**src/rtl/perceptron_pkg.sv**
```systemverilog
// Shared types and constants for the perceptron block.
package perceptron_pkg;

    typedef enum logic [2:0] {
        IDLE,
        MAC,
        RES,
        ERR,
        UPD,
        FBK
    } state_t;

    localparam int ACCW    = 32;
    localparam int WGTW    = 16;
    localparam int BIAS_IN = 255;

endpackage

```
**src/rtl/perceptron_mac.sv**
```systemverilog
// Sequential multiply-accumulate over the latched argument plus the
// saturating sign-step update of the weights and bias.
module perceptron_mac
    import perceptron_pkg::*;
#(
    parameter int ARGW = 8,
    parameter int ARGD = 2
) (
    input  logic                     clk,
    input  logic                     rst,
    input  logic                     start,
    input  logic                     step,
    input  logic                     upd,
    input  logic                     err_pos,
    input  logic                     err_neg,
    input  logic [ARGD*ARGW-1:0]     arg,
    output logic signed [ACCW-1:0]   acc,
    output logic                     done,
    output logic [ARGD*WGTW-1:0]     wgt
);

    localparam int IDXW = $clog2(ARGD + 1);
    localparam logic signed [WGTW+1:0] WMAX = (WGTW+2)'((64'sd1 <<< (WGTW - 1)) - 64'sd1);
    localparam logic signed [WGTW+1:0] WMIN = -WMAX - (WGTW+2)'(1);

    logic [ARGW-1:0]          x [ARGD];
    logic signed [WGTW-1:0]   w [ARGD];
    logic signed [WGTW-1:0]   b;
    logic [IDXW-1:0]          idx;
    logic signed [ACCW-1:0]   term;

    function automatic logic signed [WGTW-1:0] sat_w(input logic signed [WGTW+1:0] v);
        if (v > WMAX)
            return WMAX[WGTW-1:0];
        else if (v < WMIN)
            return WMIN[WGTW-1:0];
        else
            return v[WGTW-1:0];
    endfunction

    function automatic logic signed [WGTW-1:0] step_w(input logic signed [WGTW-1:0] cur,
                                                      input logic [WGTW-1:0]        mag,
                                                      input logic                   pos,
                                                      input logic                   neg);
        logic signed [WGTW+1:0] c;
        logic signed [WGTW+1:0] m;
        c = (WGTW+2)'(cur);
        m = (WGTW+2)'($signed({1'b0, mag}));
        if (pos)
            return sat_w(c + m);
        else if (neg)
            return sat_w(c - m);
        else
            return cur;
    endfunction

    // idx 0 contributes the bias term, idx i+1 contributes element i
    always_comb begin
        term = ACCW'(b) * ACCW'(BIAS_IN);
        for (int i = 0; i < ARGD; i++) begin
            if (idx == IDXW'(i + 1))
                term = ACCW'(w[i]) * ACCW'($signed({1'b0, x[i]}));
        end
    end

    assign done = step && (idx == IDXW'(ARGD));

    always_ff @(posedge clk or negedge rst) begin
        if (!rst) begin
            for (int i = 0; i < ARGD; i++) begin
                x[i] <= '0;
                w[i] <= '0;
            end
            b   <= WGTW'(-BIAS_IN);
            idx <= '0;
            acc <= '0;
        end else begin
            if (start) begin
                for (int i = 0; i < ARGD; i++)
                    x[i] <= arg[i*ARGW +: ARGW];
                idx <= '0;
            end else if (step) begin
                acc <= (idx == '0) ? term : acc + term;
                idx <= idx + 1'b1;
            end
            if (upd) begin
                for (int i = 0; i < ARGD; i++)
                    w[i] <= step_w(w[i], WGTW'(x[i]), err_pos, err_neg);
                b <= step_w(b, WGTW'(BIAS_IN), err_pos, err_neg);
            end
        end
    end

    for (genvar g = 0; g < ARGD; g++) begin : g_wgt
        assign wgt[g*WGTW +: WGTW] = w[g];
    end

endmodule

```
**src/rtl/perceptron.sv**
```systemverilog
// Single perceptron with step activation and online sign-step training.
// Optional back-propagated error output is enabled by PERCEPTRON_FEEDBACK_EN.
module perceptron
    import perceptron_pkg::*;
#(
    parameter int ARGW = 8,
    parameter int ARGD = 2,
    parameter int RESW = 8,
    parameter int ERRW = 16,
    parameter int FBKW = 16
) (
    input  logic                 clk,
    input  logic                 rst,
    input  logic                 en,
    input  logic [ARGD*ARGW-1:0] arg_dat,
    input  logic                 arg_stb,
    output logic                 arg_rdy,
    output logic [RESW-1:0]      res_dat,
    output logic                 res_stb,
    input  logic                 res_rdy,
    input  logic [ERRW-1:0]      err_dat,
    input  logic                 err_stb,
    output logic                 err_rdy,
    output logic [ARGD*FBKW-1:0] fbk_dat,
    output logic                 fbk_stb,
    input  logic                 fbk_rdy
);

    state_t                  state;
    state_t                  state_next;
    logic                    live;
    logic                    en_q;
    logic signed [ERRW-1:0]  err_q;
    logic signed [ACCW-1:0]  acc;
    logic                    done;
    logic [ARGD*WGTW-1:0]    wgt;
    logic                    upd;
    logic                    arg_fire;
    logic                    err_fire;

    assign arg_fire = arg_stb && arg_rdy;
    assign err_fire = err_stb && err_rdy;

    // live keeps arg_rdy low while reset is held and for the release edge
    always_ff @(posedge clk or negedge rst) begin
        if (!rst) begin
            state <= IDLE;
            live  <= 1'b0;
            en_q  <= 1'b0;
            err_q <= '0;
        end else begin
            state <= state_next;
            live  <= 1'b1;
            if (arg_fire)
                en_q <= en;
            if (err_fire)
                err_q <= $signed(err_dat);
        end
    end

    always_comb begin
        state_next = state;
        arg_rdy    = 1'b0;
        res_stb    = 1'b0;
        err_rdy    = 1'b0;
        fbk_stb    = 1'b0;
        upd        = 1'b0;
        case (state)
            IDLE: begin
                arg_rdy = live;
                if (arg_stb && live)
                    state_next = MAC;
            end
            MAC: begin
                if (done)
                    state_next = RES;
            end
            RES: begin
                res_stb = 1'b1;
                if (res_rdy)
                    state_next = en_q ? ERR : IDLE;
            end
            ERR: begin
                err_rdy = 1'b1;
                if (err_stb)
                    state_next = UPD;
            end
            UPD: begin
                upd = 1'b1;
`ifdef PERCEPTRON_FEEDBACK_EN
                state_next = FBK;
`else
                state_next = IDLE;
`endif
            end
`ifdef PERCEPTRON_FEEDBACK_EN
            FBK: begin
                fbk_stb = 1'b1;
                if (fbk_rdy)
                    state_next = IDLE;
            end
`endif
            default: state_next = IDLE;
        endcase
    end

    assign res_dat = (acc > 0) ? '1 : '0;

    perceptron_mac #(
        .ARGW (ARGW),
        .ARGD (ARGD)
    ) u_mac (
        .clk     (clk),
        .rst     (rst),
        .start   (arg_fire),
        .step    (state == MAC),
        .upd     (upd),
        .err_pos (err_q > 0),
        .err_neg (err_q < 0),
        .arg     (arg_dat),
        .acc     (acc),
        .done    (done),
        .wgt     (wgt)
    );

`ifdef PERCEPTRON_FEEDBACK_EN
    localparam int PW = ERRW + WGTW;
    localparam logic signed [PW-1:0] FMAX = PW'((64'sd1 <<< (FBKW - 1)) - 64'sd1);
    localparam logic signed [PW-1:0] FMIN = -FMAX - PW'(1);

    function automatic logic [FBKW-1:0] sat_fbk(input logic signed [PW-1:0] v);
        logic signed [PW-1:0] s;
        s = v >>> 8;
        if (s > FMAX)
            return FMAX[FBKW-1:0];
        else if (s < FMIN)
            return FMIN[FBKW-1:0];
        else
            return s[FBKW-1:0];
    endfunction

    // captured on the UPD edge, so it sees the weights before they move
    always_ff @(posedge clk or negedge rst) begin
        if (!rst) begin
            fbk_dat <= '0;
        end else if (upd) begin
            for (int i = 0; i < ARGD; i++)
                fbk_dat[i*FBKW +: FBKW] <= sat_fbk(PW'(err_q) * PW'($signed(wgt[i*WGTW +: WGTW])));
        end
    end
`else
    logic unused_fbk;
    assign unused_fbk = ^{wgt, fbk_rdy};
    assign fbk_dat    = '0;
`endif

endmodule

```
**config.mk**
```make
export PLATFORM = sky130hd
export DESIGN_NAME = perceptron
export DESIGN_NICKNAME = d
export VERILOG_FILES = /design/src/rtl/perceptron_pkg.sv /design/src/rtl/perceptron_mac.sv /design/src/rtl/perceptron.sv
export SDC_FILE = /design/constraint.sdc
export NUM_CORES = 1
export LEC_CHECK = 0
export ABC_AREA = 1
export CAP_MARGIN = 30
export CORE_MARGIN = 2
export CORE_UTILIZATION = 65
export DETAILED_ROUTE_END_ITERATION = 7
export PLACE_DENSITY_LB_ADDON = 0.12
export SYNTH_ARGS = -nofsm -noshare
export SYNTH_HDL_FRONTEND = slang
export SYNTH_SLANG_ARGS = --single-unit
```
**constraint.sdc**
```tcl
create_clock -name clk -period 8.35 [get_ports clk]
set_input_delay 1.67 -clock clk [delete_from_list [all_inputs] [get_ports clk]]
set_output_delay 1.67 -clock clk [all_outputs]
set_load 0.03 [all_outputs]
```
==> qor.yml, run 1 <==
status: "complete, no violations"
post_cts_buffers: 0
dp_hpwl_um: 52700
worstPathMaxFanout: 18
cts.sinks: 119
fp.dieH_um: 202
yosysMostFrequentCell: "nand2_1"
grt_usage: 0.342
hold_buffers: 0
numCtsBuffers: 17
drc: 0
cpMaxStageDelayCell: "dfrtp_1"
insertion_delay_ns: 0.49
cpMostUsedCell: "nand2_1"
syn_to_final_growth_pct: 4.40
slew_violations: 0
vias: 23200
drive_gt1_frac: 0.0359
root_buffer: "clkbuf_16"
cap_violations: 0
syn_area_um2: 25600
cp.arrival_ns: 7.65
yosys.area.top_type: "fa_1"
antenna_found_initial: 0
via_per_inst: 5.43
synthArstFlopShare: 1.00
fin_nets: 4308
grt_pass1_wl_um: 114000
synth_cell_type_count: 52
maxSlewHeadroom: 0.351
startpoint_type: "register"
die_area_um2: 41000
drt_first_pass_iters: 5
place_congestion: 0.959
rows: 72
hold_viol: 0
tightest_slew_ns: 0.973
portBuffers: 48
cts_resized: 0
ys_ff_latch: 119
hold_path.class: "reg2reg"
synth_warnings: 0
synthTopCellsByCount: "nand2_1 (1083), inv_1 (834), fa_1 (282)"
core_um2: 38700
synthTopCellsByArea: "fa_1 (22%), nand2_1 (16%), inv_1 (12%)"
crit_type: "reg2reg"
clk_pin_slew_ns: 0.06
fin_setup_tns_ns: 0
cts_buffer_depth: 2
required_ns: 8.74
setup_viol: 0
fin_crit_ns: 7.27
num_antenna_cells: 0
place_area_um2: 26100
synth_top_area_frac: 0.220
drtIter0Drc: 1797
start_util: 0.661
rr_worst_depth: 32
die_w_um: 202
setup.worst_path.end_class: "register"
drt-wirelength-per-cell_um: 15.5
io_pins: 83
grt_pass1_vias: 23800
path_delay_family: "adder cells"
hold_path_depth: 2
finalCritPeriodShare: 0.870
drt-total-wl_um: 66100
synth_edf_count: 0
rsz0062_at_grt: "false"
grt_max_degree: 63
grt_overflow_total: 0
ys.flop_type: "dfrtp_1"
cts_htree_levels: 4
finClkSkew_ns: 0.00927
crit_cells: 32
stdcell_area_um2: 26700
syn_area_per_cell_um2: 6.75
path_buf_inv: 5
antenna_left: 0
ys_seq_area_frac: 0.117
synthCells: 3794
tritoncts: "done"
critPathMaxStageDelay_ns: 0.93
fmax_mhz: 138
## final cells by class
| cell class | instances | area [µm²] |
|---|---|---|
| clock buffer | 18 | 439 |
| clock inverter | 14 | 161 |
| fill | 3415 | 12000 |
| inverter | 848 | 3180 |
| multi-input combinational | 2697 | 18700 |
| sequential | 119 | 2990 |
| tap | 518 | 648 |
| timing repair buffer | 63 | 614 |
## worst register-to-register path, delay by kind of cell, from the launching register on
| family | cells | cell delay, ns |
|---|---|---|
| buf+inv | 5 | 0.78 |
| simple gates | 16 | 1.69 |
| flops | 1 | 0.93 |
| fa+ha+maj | 6 | 2.90 |
| compound gates | 5 | 0.85 |
## path summary, 6_finish.rpt
| path | from | slack [ns] | endpoint |
|---|---|---|---|
| worst max-delay path | u_mac.x[9] | 1.08 | u_mac.acc[30] |
| worst min-delay path | err_q[12] | 0.48 | err_q[12] |
| worst max register to register | u_mac.x[9] | 1.08 | u_mac.acc[30] |
| worst min register to register | err_q[12] | 0.48 | err_q[12] |
| max in group asynchronous | rst | 5.91 | u_mac.acc[17] |
| min in group asynchronous | rst | 1.15 | u_mac.wgt[13] |
## registers in the layout, indices dropped and copies added (netlist names), 2 cells and up
name / cells
u_mac.b: 16
state: 3
u_mac.x: 16
u_mac.wgt: 32
err_q: 16
u_mac.idx: 2
u_mac.acc: 32
## per-layer routing
metal | routed length, µm | share of wire | track usage
met1 | 28000 | 0.42 | 0.448
met4 | 2120 | 0.032 | 0.125
met2 | 31200 | 0.47 | 0.571
met3 | 4760 | 0.072 | 0.0591
met5 | 0 | 0 | 0
## cell usage in the layout (no fill, tap or decap), types with 23 or more instances in the layout
master	netlist	routed
nand2_1	1083	1083
inv_1	834	834
fa_1	282	282
ha_1	241	241
nand3_1	237	236
nor2_1	205	204
a21oi_1	155	155
o21ai_0	136	136
dfrtp_1	110	110
xor2_1	80	80
clkdlybuf4s50_1	0	47
nand4_1	37	37
conb_1	2	34
nor3_1	30	30
o21bai_1	23	23
## through the flow
step | util | hold slack, ns | setup WS [ns] | std cells
floorplan | - | 0.442 | 2.45 | 3826
global placement | 0.674 | 0.464 | 1.36 | 4244
detailed placement | 0.675 | 0.467 | 1.24 | 4245
CTS | 0.690 | 0.484 | 1.17 | 4277
global route | 0.690 | 0.497 | 0.544 | 4277
finish | 0.690 | 0.482 | 1.08 | 4277
## logic make-up after synthesis
kind of cell               after synthesis  share of synthesized area
xor gates and xnor gates                98                     0.0335
muxes                                    1                   0.000391
and+or+nand+nor                       1672                      0.272
other                                    2                   0.000293
DFF                                    119                      0.117
AOI/OAI and AO/OA                      369                     0.0806
buffers and inverters                 1010                      0.158
adders and majority gates              523                      0.338
Power of run 1 is left out: the tool's default activity adds up to more than one toggle a clock period on the data nets, which glitch-free logic cannot reach.
==> run 2, diff against run 1 <==
--- a/config.mk
+++ b/config.mk
@@ -11,6 +11,7 @@
 export CORE_UTILIZATION = 65
 export DETAILED_ROUTE_END_ITERATION = 7
 export PLACE_DENSITY_LB_ADDON = 0.12
+export SKIP_LAST_GASP = 1
 export SYNTH_ARGS = -nofsm -noshare
 export SYNTH_HDL_FRONTEND = slang
 export SYNTH_SLANG_ARGS = --single-unit
==> results of run 2 <==
Final layout, timing and power as in run 1 (identical DEF).
Power of run 2 is left out for the same reason.
